==> src/rtl/inst_fetch_pkg.sv <==
// Shared definitions for the instruction feeder: instruction field layout,
// opcode codes, FSM state encoding and small decode helpers.
package inst_fetch_pkg;

  localparam int unsigned WORD_W = 16;

  // Opcode field [15:13]
  localparam logic [2:0] OP_MV   = 3'b000;
  localparam logic [2:0] OP_MVT  = 3'b001;
  localparam logic [2:0] OP_ADD  = 3'b010;
  localparam logic [2:0] OP_SUB  = 3'b011;
  localparam logic [2:0] OP_HALT = 3'b111;

  typedef enum logic [1:0] {
    ST_IDLE  = 2'd0,
    ST_ISSUE = 2'd1,
    ST_WAIT  = 2'd2,
    ST_HALT  = 2'd3
  } state_t;

  function automatic logic [2:0] get_opcode(input logic [WORD_W-1:0] word);
    return word[15:13];
  endfunction

  function automatic logic get_imm_flag(input logic [WORD_W-1:0] word);
    return word[12];
  endfunction

  function automatic logic [2:0] get_rx(input logic [WORD_W-1:0] word);
    return word[11:9];
  endfunction

  function automatic logic [2:0] get_ry(input logic [WORD_W-1:0] word);
    return word[2:0];
  endfunction

  // A word whose opcode is the halt marker stops the feeder and is never issued.
  function automatic logic is_halt(input logic [WORD_W-1:0] word);
    return (word[15:13] == OP_HALT);
  endfunction

endpackage

==> src/rtl/inst_fetch_if.sv <==
// Host/processor-facing bus of the instruction feeder. The master side is the
// feeder itself; the slave side is whatever drives Start/Done/program load.
interface inst_fetch_if #(
  parameter int ADDR_W = 5
);

  logic              start;
  logic              done;
  logic              ld_en;
  logic [ADDR_W-1:0] ld_addr;
  logic [15:0]       ld_data;
  logic [15:0]       din;
  logic              run;
  logic [ADDR_W-1:0] pc;
  logic [15:0]       instr_count;
  logic              halted;

  modport master (
    input  start, done, ld_en, ld_addr, ld_data,
    output din, run, pc, instr_count, halted
  );

  modport slave (
    output start, done, ld_en, ld_addr, ld_data,
    input  din, run, pc, instr_count, halted
  );

endinterface

==> src/rtl/inst_fetch_mem.sv <==
// Program store: 2**ADDR_W x 16, one synchronous write port and one
// asynchronous read port. Contents are deliberately not reset so a loaded
// program survives a processor reset.
module inst_mem
  import inst_fetch_pkg::*;
#(
  parameter int ADDR_W = 5
) (
  input  logic              i_clk,
  input  logic              i_we,
  input  logic [ADDR_W-1:0] i_waddr,
  input  logic [WORD_W-1:0] i_wdata,
  input  logic [ADDR_W-1:0] i_raddr,
  output logic [WORD_W-1:0] o_rdata
);

  localparam int DEPTH = 2 ** ADDR_W;

  logic [WORD_W-1:0] r_mem [DEPTH];

  // Program-load write port
  always_ff @(posedge i_clk) begin
    if (i_we) begin
      r_mem[i_waddr] <= i_wdata;
    end
  end

  assign o_rdata = r_mem[i_raddr];

endmodule

==> src/rtl/inst_fetch.sv <==
// Instruction feeder: presents mem[PC] to the processor, pulses Run for one
// cycle per instruction, waits for Done, and stops on a halt marker or at the
// end of memory (unless WRAP is set).
module inst_fetch
  import inst_fetch_pkg::*;
#(
  parameter int ADDR_W = 5,
  parameter bit WRAP   = 1'b0
) (
  input  logic          i_clk,
  input  logic          i_rst_n,
  inst_fetch_if.master  io_bus
);

  localparam logic [ADDR_W-1:0] PC_LAST = {ADDR_W{1'b1}};
  localparam logic [ADDR_W-1:0] PC_ZERO = {ADDR_W{1'b0}};
  localparam logic [ADDR_W-1:0] PC_ONE  = {{(ADDR_W-1){1'b0}}, 1'b1};

  state_t            r_state;
  state_t            w_state_nxt;
  logic [ADDR_W-1:0] r_pc;
  logic [ADDR_W-1:0] w_pc_nxt;
  logic [15:0]       r_count;
  logic [15:0]       w_count_nxt;
  logic              r_halted;
  logic              w_run;
  logic              w_mem_we;
  logic [15:0]       w_word;

  // Loads are only accepted while nothing is executing, so the program can
  // never change underneath a running sequence. A load on the same edge as
  // Start still commits before ISSUE reads the word.
  assign w_mem_we = io_bus.ld_en && ((r_state == ST_IDLE) || (r_state == ST_HALT));

  inst_mem #(
    .ADDR_W (ADDR_W)
  ) u_mem (
    .i_clk   (i_clk),
    .i_we    (w_mem_we),
    .i_waddr (io_bus.ld_addr),
    .i_wdata (io_bus.ld_data),
    .i_raddr (r_pc),
    .o_rdata (w_word)
  );

  // State, PC, instruction counter and Halted flag registers
  always_ff @(posedge i_clk) begin
    if (!i_rst_n) begin
      r_state  <= ST_IDLE;
      r_pc     <= PC_ZERO;
      r_count  <= 16'd0;
      r_halted <= 1'b0;
    end else begin
      r_state  <= w_state_nxt;
      r_pc     <= w_pc_nxt;
      r_count  <= w_count_nxt;
      r_halted <= (w_state_nxt == ST_HALT);
    end
  end

  // Next-state, next-PC, counter update and Run decode
  always_comb begin
    w_state_nxt = r_state;
    w_pc_nxt    = r_pc;
    w_count_nxt = r_count;
    w_run       = 1'b0;
    case (r_state)
      ST_IDLE, ST_HALT: begin
        if (io_bus.start) begin
          w_state_nxt = ST_ISSUE;
          w_pc_nxt    = PC_ZERO;
          w_count_nxt = 16'd0;
        end else begin
          w_state_nxt = r_state;
        end
      end
      ST_ISSUE: begin
        // The processor is in T0 and latches DIN this edge; a halt marker
        // is withheld so it is neither executed nor counted.
        if (is_halt(w_word)) begin
          w_state_nxt = ST_HALT;
        end else begin
          w_run       = 1'b1;
          w_state_nxt = ST_WAIT;
        end
      end
      ST_WAIT: begin
        if (io_bus.done) begin
          w_count_nxt = r_count + 16'd1;
          if ((r_pc == PC_LAST) && (WRAP == 1'b0)) begin
            w_state_nxt = ST_HALT;
          end else begin
            w_pc_nxt    = r_pc + PC_ONE;
            w_state_nxt = ST_ISSUE;
          end
        end else begin
          w_state_nxt = ST_WAIT;
        end
      end
      default: begin
        w_state_nxt = ST_IDLE;
      end
    endcase
  end

  assign io_bus.din         = w_word;
  assign io_bus.run         = w_run;
  assign io_bus.pc          = r_pc;
  assign io_bus.instr_count = r_count;
  assign io_bus.halted      = r_halted;

endmodule

==> src/flat_wrapper.sv <==
// flat-port wrapper written by rule: the top's interface ports become plain ports
module inst_fetch_flat import inst_fetch_pkg::*;
#(
  parameter int ADDR_W = 5,
  parameter bit WRAP   = 1'b0
)
  (i_clk, i_rst_n, io_bus_start, io_bus_done, io_bus_ld_en, io_bus_ld_addr, io_bus_ld_data, io_bus_din, io_bus_run, io_bus_pc, io_bus_instr_count, io_bus_halted);
  inst_fetch_if #(.ADDR_W(ADDR_W)) io_bus_i ();
  input  logic i_clk;
  input  logic i_rst_n;
  input wire logic [$bits(io_bus_i.start)-1:0] io_bus_start;
  input wire logic [$bits(io_bus_i.done)-1:0] io_bus_done;
  input wire logic [$bits(io_bus_i.ld_en)-1:0] io_bus_ld_en;
  input wire logic [$bits(io_bus_i.ld_addr)-1:0] io_bus_ld_addr;
  input wire logic [$bits(io_bus_i.ld_data)-1:0] io_bus_ld_data;
  output wire logic [$bits(io_bus_i.din)-1:0] io_bus_din;
  output wire logic [$bits(io_bus_i.run)-1:0] io_bus_run;
  output wire logic [$bits(io_bus_i.pc)-1:0] io_bus_pc;
  output wire logic [$bits(io_bus_i.instr_count)-1:0] io_bus_instr_count;
  output wire logic [$bits(io_bus_i.halted)-1:0] io_bus_halted;
  assign io_bus_i.start = io_bus_start;
  assign io_bus_i.done = io_bus_done;
  assign io_bus_i.ld_en = io_bus_ld_en;
  assign io_bus_i.ld_addr = io_bus_ld_addr;
  assign io_bus_i.ld_data = io_bus_ld_data;
  assign io_bus_din = io_bus_i.din;
  assign io_bus_run = io_bus_i.run;
  assign io_bus_pc = io_bus_i.pc;
  assign io_bus_instr_count = io_bus_i.instr_count;
  assign io_bus_halted = io_bus_i.halted;
  inst_fetch #(.ADDR_W(ADDR_W), .WRAP(WRAP)) u_core (.i_clk(i_clk), .i_rst_n(i_rst_n), .io_bus(io_bus_i));
endmodule
==> config.mk <==
export PLATFORM = sky130hd
export DESIGN_NAME = inst_fetch_flat
export DESIGN_NICKNAME = d
export VERILOG_FILES = /design/src/rtl/inst_fetch_pkg.sv /design/src/rtl/inst_fetch_if.sv /design/src/rtl/inst_fetch_mem.sv /design/src/rtl/inst_fetch.sv /design/src/flat_wrapper.sv
export SDC_FILE = /design/constraint.sdc
export NUM_CORES = 1
export LEC_CHECK = 0
export CAP_MARGIN = 20
export CELL_PAD_IN_SITES_DETAIL_PLACEMENT = 1
export CELL_PAD_IN_SITES_GLOBAL_PLACEMENT = 1
export CORE_ASPECT_RATIO = 0.75
export CORE_MARGIN = 3
export CORE_UTILIZATION = 47
export DETAILED_ROUTE_END_ITERATION = 8
export PLACE_DENSITY = 0.77
export SLEW_MARGIN = 15
export SYNTH_ARGS = -nofsm -noshare
export SYNTH_HDL_FRONTEND = slang
export SYNTH_SLANG_ARGS = --single-unit
export TNS_END_PERCENT = 30
==> constraint.sdc <==
create_clock -name i_clk -period 3.6 [get_ports i_clk]
set_input_delay 0.9 -clock i_clk [delete_from_list [all_inputs] [get_ports i_clk]]
set_output_delay 0.9 -clock i_clk [all_outputs]
set_load 0.02 [all_outputs]
== Yosys cells after proc, flatten, opt, wreduce, memory -nomap -nowiden ==
Memories as Yosys holds them, arrays and structs flattened. A register that Yosys moved wholly into a read port is not among the register bits.
Index checks and enable logic that the tools add are counted.
Operators by class
  multiplexer cells: 18
  eq/ne operators: 9
  reductions and logical operators: 7
  add/subtract/negate cells: 2
Operator list (number)
  2-to-1 mux 16 bit: 2
  one-hot mux 16 bit (2 select lines): 1
  2-to-1 mux 5 bit: 5
  adder 16 x 1 -> 16 bit (second input constant): 1
  one-hot mux 5 bit (2 select lines): 1
  == test 2 bit (second input constant): 3
  2-to-1 mux 2 bit: 3
  != test 2 bit (second input constant): 3
  one-hot mux 2 bit (3 select lines): 1
  adder 5 x 1 -> 5 bit (second input constant): 1
  == test 5 bit (second input constant): 1
  2-to-1 mux 1 bit: 5
  AND reduction 4 bit: 1
  == test 3 bit (second input constant): 1
  AND reduction 3 bit: 1
  == test 2 x 1 -> 1 bit (second input constant): 1
  logical NOT 2 bit: 1
  nonzero test 2 bit: 1
  OR reduction 2 bit: 1
  logical AND 1 bit: 1
  logical OR 1 bit: 1
Word-level totals
  word-level logic and storage cells: 41
  register bits after elaboration: 24
  RAM bits: 512
  memories: 1
Memories
  u_core.u_mem.r_mem: words 32, width 16, read ports 1, clocked after memory_dff 1, write ports 1, line inst_fetch_mem.sv:19  | logic [WORD_W-1:0] r_mem [DEPTH];

== Longest topological paths before layout ==
Gate-level depths: netlist of run 1.
  word-level depth: 6
  depth in mapped cells: 8
  gate-level depth less buffers: 8

== Modules after synthesis ==
A second synthesis of run 1 with hierarchy kept.
Unflattened totals
  cell total of the unflattened synthesis: 1271
  area total of the unflattened synthesis: 21416.8 um^2
Modules (own cells, without submodules)
  inst_mem: cells each 1127, seq. area each 15374.7 um^2, area each 20215.6 um^2, instances 1
  inst_fetch: cells each 144, seq. area each 480.5 um^2, area each 1201.2 um^2, instances 1

== Worst setup path before layout of run 1 ==
Ideal clock, no wire load.
  kind: reg-to-output
  start point: register (tool-made name)
  end point: output port io_bus_run
  arrival: 2.263 ns
  required time: 2.700 ns
  setup slack: 0.437 ns
  stages on the path, launching flop included: 7
  cell sequence: dfxtp_1 clkbuf_1 clkbuf_1 mux4_2 mux4_2 mux2_2 a31oi_2
RTL lines
  to (decl): line flat_wrapper.sv:17  | output wire logic [$bits(io_bus_i.run)-1:0] io_bus_run;

==> impl_metrics.yaml, run 1 <==
final_layout:
  multi_input_area_sq_mm: 0.00480
  final_net_count: 1153
  insertedDiodeCount: 0
  filler_cell_count: 3645
  final-seq-area_sq_mm: 0.0160
  final_layout_size_suffix_gt1_frac: 0.372
  final_cell_count_no_fill: 1736
  areaGrowthSynthToFinish_pct: 21.2
placed_design:
  dpl.cell_count: 1611
  dp_hpwl_um: 33300
  placement.io_buffers: 64
  routability_driven_placement_congestion_ratio: 0.792
global_routing:
  first_global_vias: 11300
  grt_util_overall: 0.247
  grt.overflow.total: 0
  antenna_found_initial: 1
  largest_net_degree_at_the_start_of_global_routing: 33
  grt_first_pass_wirelength_um: 82600
synth:
  count_of_flip_flops_with_a_built_in_enable_after_synthesis: 512
  synth_cell_types: 39
  mappedNetlistArea_sq_mm: 0.0209
  ys.warnings.count: 0
  syn-mean-instance-area_sq_um: 22.8
  synth_flop_cell: "edfxtp_1"
  ys_ff_latch: 541
  syn-num-nets: 948
  syn_inst: 917
  synth-async-reset-ratio: 0
  yosysSeqAreaShare: 0.765
route:
  drt-pass1-iter-count: 5
  antenna_violation_net_count_after_detailed_routing: 0
  wire_per_inst_um: 33.1
  detailedRoute.firstIterationViolations: 1407
  route.detailed.drc: 0
  detail_route.wirelength_um: 57500
  via_per_inst: 6.24
  vias: 10800
floorplan:
  floorplan.initialDensity: 0.479
  floorplan.rows: 66
  die-height_um: 188
  pin_count: 65
  fp.dieArea_sq_mm: 0.0470
  dieWidth_um: 249
  core_area_sq_mm: 0.0436
sta:
  post-route-period-util: 1.05
  worst-slew-pin-transition_ns: 1.04
  grt_setup_unrepaired: "yes"
  fin_skew_ns: 0.0180
  setup-tns-final_ns: -1.52
  maxSlewViolCount: 0
  postLayoutSetupSlackWorst_ns: -0.166
  period_needed_ns: 3.77
  max_freq_mhz: 266
  worst_hold_slack_ns: 0.511
  worst_slew_margin_rel: 0.304
  hold_viol: 0
  setup_viol: 17
job:
  cap_violations: 0
cts:
  tritoncts_num_sinks: 541
  holdBufCountCts: 0
  worstSkewPairLatency_ns: 0.57
  cts_buffers: 51
  cts_htree_levels: 2
  clk_path_buf_depth: 3
  clock-root-buffer: "clkbuf_16"
  clk_pin_slew_worst_paths_ns: 0.06
  clock_tree_from_tritoncts: "built"
hold_path:
  hp-class: "flop to flop"
worst_setup_path:
  cp.arrival_ns: 2.87
  start_kind: "flop"
  critPathMaxFanout: 6
  worstSetupEndpointType: "output pin"
  path_class: "flop to output pin"
  data_required_time_at_the_worst_endpoint_ns: 2.70
run_status:
  violations: "negative setup slack"
  run_status: "complete, but fails checks"
pwr:
  vdd.ir_drop.worst_mv: 0.493
  cellPowerDensity_mw_per_mm2: 544
  leakagePower_nw: 7.91
  power_mw: 13.8
-- registers in the layout (all words and copies together) (netlist names), named ones only --
register                   count
u_core.r_state                 2
u_core.u_mem.r_mem           512
u_core.io_bus.pc               5
u_core.io_bus.halted           1
u_core.io_bus.instr_count     16
-- where the power goes --
| group | switching (mW) | total (mW) | internal [mW] |
|---|---|---|---|
| clock network | 2.25 | 5.14 | 2.89 |
| logic | 0.818 | 1.58 | 0.757 |
| registers | 0.0426 | 7.03 | 6.99 |
-- layer usage --
| metal | wire length, um | GRT usage | up-vias |
|---|---|---|---|
| met1 | 22700 | 0.348 | 5797 |
| met5 | 18 | 0 | - |
| met2 | 27600 | 0.392 | 627 |
| met4 | 1780 | 0.0740 | 2 |
| met3 | 5420 | 0.0540 | 113 |
| li1 | - | - | 4288 |
-- cells in the mapped netlist (2+ instances only) --
cell type / count / share of area
dfxtp_1: 29 / 0.028
nand3_1: 10 / 0.0024
xnor2_1: 7 / 0.0029
a21boi_0: 4 / 0.0014
nand2b_1: 2 / 0.00060
or3_1: 6 / 0.0018
nand4_1: 5 / 0.0015
and4_1: 2 / 0.00084
mux2_2: 16 / 0.0086
o21ai_0: 10 / 0.0024
and3_1: 2 / 0.00060
or3b_2: 2 / 0.00084
and2_1: 4 / 0.0012
ha_1: 5 / 0.0030
edfxtp_1: 512 / 0.74
nand3b_1: 3 / 0.0011
nand2_1: 20 / 0.0036
xor2_1: 4 / 0.0017
buf_2: 20 / 0.0048
a21oi_1: 4 / 0.00096
nor3_1: 6 / 0.0014
nor3b_1: 2 / 0.00072
mux4_2: 149 / 0.16
inv_1: 6 / 0.0011
mux4_1: 11 / 0.014
clkbuf_1: 19 / 0.0034
nor2_1: 45 / 0.0081
-- area by class of cell --
type / instances / area share
clock buffer: 63 / 0.0539
clock inverter: 26 / 0.00812
inverter: 6 / 0.000891
multi-input combinational: 328 / 0.190
sequential: 541 / 0.632
tap: 578 / 0.0286
timing repair buffer: 194 / 0.0870
-- placed cells by master, fill, tap and decap left out, types with 5 or more instances in the layout --
cell	instances
clkinv_2	11
nand4_1	5
nor2_2	32
or3_1	6
clkinv_1	9
ha_1	5
mux2_4	15
o21ai_0	10
clkbuf_16	53
inv_1	6
buf_6	22
dfxtp_1	25
clkdlybuf4s50_1	46
nor3_1	6
clkbuf_1	10
buf_12	20
xnor2_1	7
nor2_1	13
nand2_1	20
edfxtp_1	512
buf_16	13
buf_4	87
buf_8	5
nand3_1	10
mux4_2	156
-- final timing paths --
kind	cells past startpoint	slack, ns	startpoint	to
hold reg to reg	2	0.51	u_core.io_bus.instr_count[8]$_SDFFE_PN0P_	u_core.io_bus.instr_count[8]$_SDFFE_PN0P_
setup reg to reg	7	1.00	u_core.r_state[0]$_SDFF_PN0_	u_core.u_mem.r_mem[17][8]$_DFFE_PP_
setup / recovery	7	-0.17	flop	io_bus_run
hold / removal	2	0.51	u_core.io_bus.instr_count[8]$_SDFFE_PN0P_	u_core.io_bus.instr_count[8]$_SDFFE_PN0P_
-- cell families (layout without fill, tap and decap cells) --
logic type / Yosys count / after routing / synth area share
flip-flops: 541 / 541 / 0.765
multiplexers: 178 / 178 / 0.184
AND/OR/NAND/NOR: 113 / 113 / 0.0263
buffers and inverters: 48 / 289 / 0.0109
AO/OA/AOI/OAI: 21 / 21 / 0.00612
XOR/XNOR: 11 / 11 / 0.00462
adder cells (fa/ha/maj): 5 / 5 / 0.00300
-- repair_timing --
action,in CTS,in global routing
endpoints found under the setup margin,17,17
resized for setup,147,7
endpoints found under the hold margin,0,0
cloned,13,0
pin swaps,0,1
setup buffers,15,5
-- stage by stage --
stage / setup WS, ns / instance area, sq um / util
2_1_floorplan: 0.437 / 20900 / -
3_3_place_gp: -0.0201 / 22900 / 0.526
6_report: -0.166 / 25300 / 0.580
5_1_grt: -0.248 / 25300 / 0.580
3_5_place_dp: -0.0722 / 22900 / 0.526
4_1_cts: -0.246 / 25200 / 0.578
-- critical path, stage by stage (launching register included) --
cell and delay (ns):
dfxtp_4 0.38, buf_12 0.13, buf_12 0.14, mux4_2 0.54
mux4_2 0.50, mux2_4 0.31, a31oi_4 0.17, buf_6 0.13
Power figures use the tool's default switching activity.
==> run 2: changes to the inputs <==
Settings changed: CORE_UTILIZATION 47 to 45, GPL_TIMING_DRIVEN set to 0, PLACE_DENSITY 0.77 to 0.74.
==> run 2 against run 1 <==
  * The run still ends with negative setup slack left
  * Die area up 4.3%
  * Final cell count fell by 2.0%
  * Count of clock-buffer cells in the layout rose by 6
  * Highest routed layer is now met4
  * Critical path depth is 1 higher
  * Clock skew shrank 0.0017 ns
==> impl_metrics.yaml, run 2 (synthesis gave the netlist of run 1 again) <==
final_layout:
  insertedDiodeCount: 0
  final_layout_size_suffix_gt1_frac: 0.339
  layout.core_utilization: 0.550
  final_net_count: 1108
  largest_reg_flops: 512
  layout.cells.most_common: "edfxtp_1"
  largest_register: "u_core.u_mem.r_mem"
  final_cell_area_sq_mm: 0.0249
  areaGrowthSynthToFinish_pct: 19.3
  most-common-layout-cells: "edfxtp_1 (512), mux4_2 (156), clkbuf_16 (55)"
global_routing:
  grt_util_overall: 0.224
  first_global_vias: 10800
  grt.overflow.total: 0
  antenna_found_initial: 0
  largest_net_degree_at_the_start_of_global_routing: 33
  grt_first_pass_wirelength_um: 77200
placed_design:
  placement.io_buffers: 63
  dp_hpwl_um: 33900
  dpl_cell_area_sq_mm: 0.0227
  routability_driven_placement_congestion_ratio: 0.795
  dp_slack_ns: -0.694
route:
  detail_route.wirelength_um: 53600
  route.detailed.drc: 0
  detailedRoute.firstIterationViolations: 1218
  drt-pass1-iter-count: 7
  antenna_violation_net_count_after_detailed_routing: 0
  via_per_inst: 6.10
  wire_per_inst_um: 31.5
  vias: 10400
sta:
  hold_viol: 0
  postLayoutSetupSlackWorst_ns: -0.241
  fin_skew_ns: 0.0163
  maxSlewViolCount: 0
  grt_setup_unrepaired: "yes"
  worst_hold_slack_ns: 0.532
  setup_viol: 17
  period_needed_ns: 3.84
  worst_slew_margin_rel: 0.313
  post-route-period-util: 1.07
  max_freq_mhz: 260
  worst-slew-pin-transition_ns: 1.03
floorplan:
  fp.dieArea_sq_mm: 0.0490
  pin_count: 65
  core_area_sq_mm: 0.0453
  floorplan.initialDensity: 0.461
  die-height_um: 192
  floorplan.rows: 67
  dieWidth_um: 255
cts:
  worstSkewPairLatency_ns: 0.57
  clk_path_buf_depth: 3
  cts_buffers: 50
  tritoncts_num_sinks: 541
  cts_htree_levels: 2
  clock_tree_from_tritoncts: "built"
  clock-root-buffer: "clkbuf_16"
  clk_pin_slew_worst_paths_ns: 0.06
worst_setup_path:
  data_required_time_at_the_worst_endpoint_ns: 2.70
  worstSetupEndpointType: "output pin"
  cp.arrival_ns: 2.94
  worst-path-buf-inv: 5
  cp_slowest_cell: "mux4_2"
  timing.critical_path.cells: "buf_8 > buf_12 > buf_12 > buf_12 > mux4_2 > mux4_2 > mux2_4 > buf_6"
  crit_path_frequent_cell: "buf_12"
  worst_reg_to_reg_setup_slack_ns: 0.47
  cp_peak_stage_delay_ns: 0.53
  start_kind: "flop"
  cp_top_family: "multiplexers"
  critPathMaxFanout: 10
  path_class: "flop to output pin"
hold_path:
  hp-class: "flop to flop"
run_status:
  run_status: "complete, but fails checks"
  violations: "negative setup slack"
pwr:
  vdd.ir_drop.worst_mv: 0.432
  power_mw: 13.8
  cellPowerDensity_mw_per_mm2: 553
  leakagePower_nw: 7.60
job:
  cap_violations: 0
[run 2: through the flow]
stage | setup TNS [ns] | cells
final | -3.10 | 1702
after global routing | -3.98 | 1702
after floorplan | 0 | 917
after detailed placement | -9.10 | 1593
after global placement | -156.66 | 1566
after CTS | -3.04 | 1694
[run 2: routing by layer]
metal	wire length (um)	global-route usage	vias to the layer above
met5	0	0	-
met4	932	0.0500	0
met3	4370	0.0391	70
met2	25300	0.354	519
met1	23000	0.332	5600
li1	-	-	4194
[run 2: worst paths after layout]
check | from | end | cells after the start
worst min register to register | u_core.io_bus.instr_count[8]$_SDFFE_PN0P_ | u_core.io_bus.instr_count[8]$_SDFFE_PN0P_ | 2
worst max-delay path | flop | io_bus_din[2] | 8
worst min-delay path | u_core.io_bus.instr_count[8]$_SDFFE_PN0P_ | u_core.io_bus.instr_count[8]$_SDFFE_PN0P_ | 2
worst max register to register | u_core.r_state[0]$_SDFF_PN0_ | u_core.u_mem.r_mem[18][2]$_DFFE_PP_ | 6
[run 2: worst min-delay path, cell delays in order, from the launching register on]
cell     delay [ns]
dfxtp_1        0.33
o21ai_0        0.08
a21oi_1        0.07
[run 2: cell type report]
cell class | instances | area, sq um
flip-flops and latches | 541 | 16000
multi-input cells | 328 | 4790
repair buffers | 109 | 1210
plain buffers | 41 | 593
well taps | 586 | 733
clock buffers | 69 | 1320
clock inverters | 22 | 267
inverters | 6 | 22.5
fillers | 3810 | 20400
[run 2: repair_timing]
item | CTS | global route
setup endpoints to repair | 17 | 17
setup buffers | 8 | 1
endpoints found under the hold margin | 0 | 0
hold buffers | 0 | 0
gates resized for setup | 207 | 2
cloned | 3 | 1
[run 2: where the power goes]
group | internal, mW | switching, mW | total (mW)
combinational | 0.655 | 0.793 | 1.45
clock | 3.00 | 2.30 | 5.30
sequential | 6.99 | 0.0389 | 7.03
==> run 3: changes to the inputs <==
Settings changed: SLEW_MARGIN 15 to 20.
==> run 3 against run 2 <==
  * The flow still finishes with violations (negative setup slack)
  * Maximum frequency up 1.2%
  * Register-to-register slack worse by 0.18 ns
  * Sequential power about the same
  * Highest routed layer unchanged
  * First-iteration DRC count up 2.6%
  * Combinational power up 5%
  * Largest cell class unchanged
  * Critical path type unchanged
  * Wire length down 1.1%
  * Non-clock buffer count down 19
  * Largest power group unchanged
  * Sequential share of layout area up 0.73 points
  * Hold slack worse by 0.0073 ns
  * Die area unchanged
  * Final cell count down 1.3%
==> impl_metrics.yaml, run 3 (synthesis gave the netlist of run 1 again) <==
cts:
  cts_buffers: 49
  worstSkewPairLatency_ns: 0.58
  tritoncts_num_sinks: 541
  clock-root-buffer: "clkbuf_16"
  holdBufCountCts: 0
  clk_path_buf_depth: 3
  clk_pin_slew_worst_paths_ns: 0.06
  clock_tree_from_tritoncts: "built"
  cts_htree_levels: 2
sta:
  post-route-period-util: 1.05
  worst_slew_margin_rel: 0.302
  maxSlewViolCount: 0
  worst-slew-pin-transition_ns: 1.05
  fin_skew_ns: 0.0142
  setup_viol: 15
  grt_setup_unrepaired: "yes"
  period_needed_ns: 3.80
  postLayoutSetupSlackWorst_ns: -0.196
  max_freq_mhz: 263
  worst_hold_slack_ns: 0.525
  hold_viol: 0
route:
  route.detailed.drc: 0
  antenna_violation_net_count_after_detailed_routing: 0
  vias: 10300
  detail_route.wirelength_um: 53000
  wire_per_inst_um: 31.5
  detailedRoute.firstIterationViolations: 1250
  drt-pass1-iter-count: 5
  via_per_inst: 6.13
worst_setup_path:
  cp.arrival_ns: 2.90
  path_class: "flop to output pin"
  worstSetupEndpointType: "output pin"
  worst_reg_to_reg_setup_slack_ns: 0.29
  data_required_time_at_the_worst_endpoint_ns: 2.70
  critPathMaxFanout: 10
  start_kind: "flop"
placed_design:
  dp_hpwl_um: 31600
  dpl_cell_area_sq_mm: 0.0225
  placement.io_buffers: 63
  dpl.cell_count: 1574
  routability_driven_placement_congestion_ratio: 0.795
floorplan:
  fp.dieArea_sq_mm: 0.0490
  die-height_um: 192
  floorplan.initialDensity: 0.461
  core_area_sq_mm: 0.0453
  pin_count: 65
  dieWidth_um: 255
  floorplan.rows: 67
final_layout:
  most-common-layout-cells: "edfxtp_1 (512), mux4_2 (160), clkbuf_16 (61)"
  largest_register: "u_core.u_mem.r_mem"
  areaGrowthSynthToFinish_pct: 18.0
  final_layout_size_suffix_gt1_frac: 0.334
  layout.cells.most_common: "edfxtp_1"
  insertedDiodeCount: 0
  layout.core_utilization: 0.544
  largest_reg_flops: 512
  final_cell_count_no_fill: 1680
  final_net_count: 1088
  final_cell_area_sq_mm: 0.0246
global_routing:
  grt_first_pass_wirelength_um: 74700
  grt.overflow.total: 0
  antenna_found_initial: 0
  largest_net_degree_at_the_start_of_global_routing: 33
  first_global_vias: 10600
  grt_util_overall: 0.216
run_status:
  run_status: "complete, but fails checks"
  violations: "negative setup slack"
pwr:
  cellPowerDensity_mw_per_mm2: 545
  vdd.ir_drop.worst_mv: 0.431
  leakagePower_nw: 7.42
job:
  cap_violations: 0
hold_path:
  hp-class: "flop to flop"
[run 3: repair_timing]
item,in CTS,in global routing
buffers inserted,7,2
endpoints found under the setup margin,17,17
resized for setup,203,16
gates cloned,2,8
pin swaps,0,0
hold endpoints to repair,0,0
[run 3: area by class of cell]
class / count / area [sq um]
clock inverter: 14 / 114
multi-input combinational: 328 / 4870
buffer: 41 / 637
inverter: 6 / 22.5
fill: 3849 / 20600
sequential: 541 / 16000
clock buffer: 74 / 1340
tap: 586 / 733
timing repair buffer: 90 / 937
[run 3: final timing paths]
path | endpoint | cells past startpoint | from
worst max-delay path | io_bus_din[3] | 6 | flop
worst min-delay path | u_core.io_bus.instr_count[8]$_SDFFE_PN0P_ | 2 | u_core.io_bus.instr_count[8]$_SDFFE_PN0P_
worst max register to register | u_core.u_mem.r_mem[6][5]$_DFFE_PP_ | 5 | u_core.r_state[0]$_SDFF_PN0_
worst min register to register | u_core.io_bus.instr_count[8]$_SDFFE_PN0P_ | 2 | u_core.io_bus.instr_count[8]$_SDFFE_PN0P_
[run 3: report_power, final]
group | internal (mW) | switching (mW) | leakage (nW)
clock | 2.65 | 2.23 | 0.703
combinational | 0.688 | 0.832 | 1.87
sequential | 6.99 | 0.0389 | 4.84
total | 10.3 | 3.10 | 7.42
[run 3: per-stage QoR]
step / total power [mW] / TNS [ns] / worst slack [ns]
2_1_floorplan: 7.95 / 0 / 0.437
3_3_place_gp: 8.40 / -156.66 / -0.617
3_5_place_dp: 8.49 / -10.59 / -0.693
4_1_cts: 13.4 / -2.72 / -0.214
5_1_grt: 13.9 / -3.37 / -0.249
6_report: 13.4 / -2.49 / -0.196
[run 3: per-layer routing]
layer	vias up	wire length [um]	global-route usage
met4	0	1250	0.0548
li1	4150	-	-
met1	5559	22900	0.319
met3	78	4150	0.0462
met5	-	0	0
met2	509	24700	0.333
[run 3: worst max-delay path, cell delays in order (launching register included)]
cell,delay [ns]
dfxtp_4,0.40
clkbuf_16,0.21
buf_12,0.17
mux4_2,0.52
mux4_2,0.52
mux2_2,0.33
buf_2,0.17
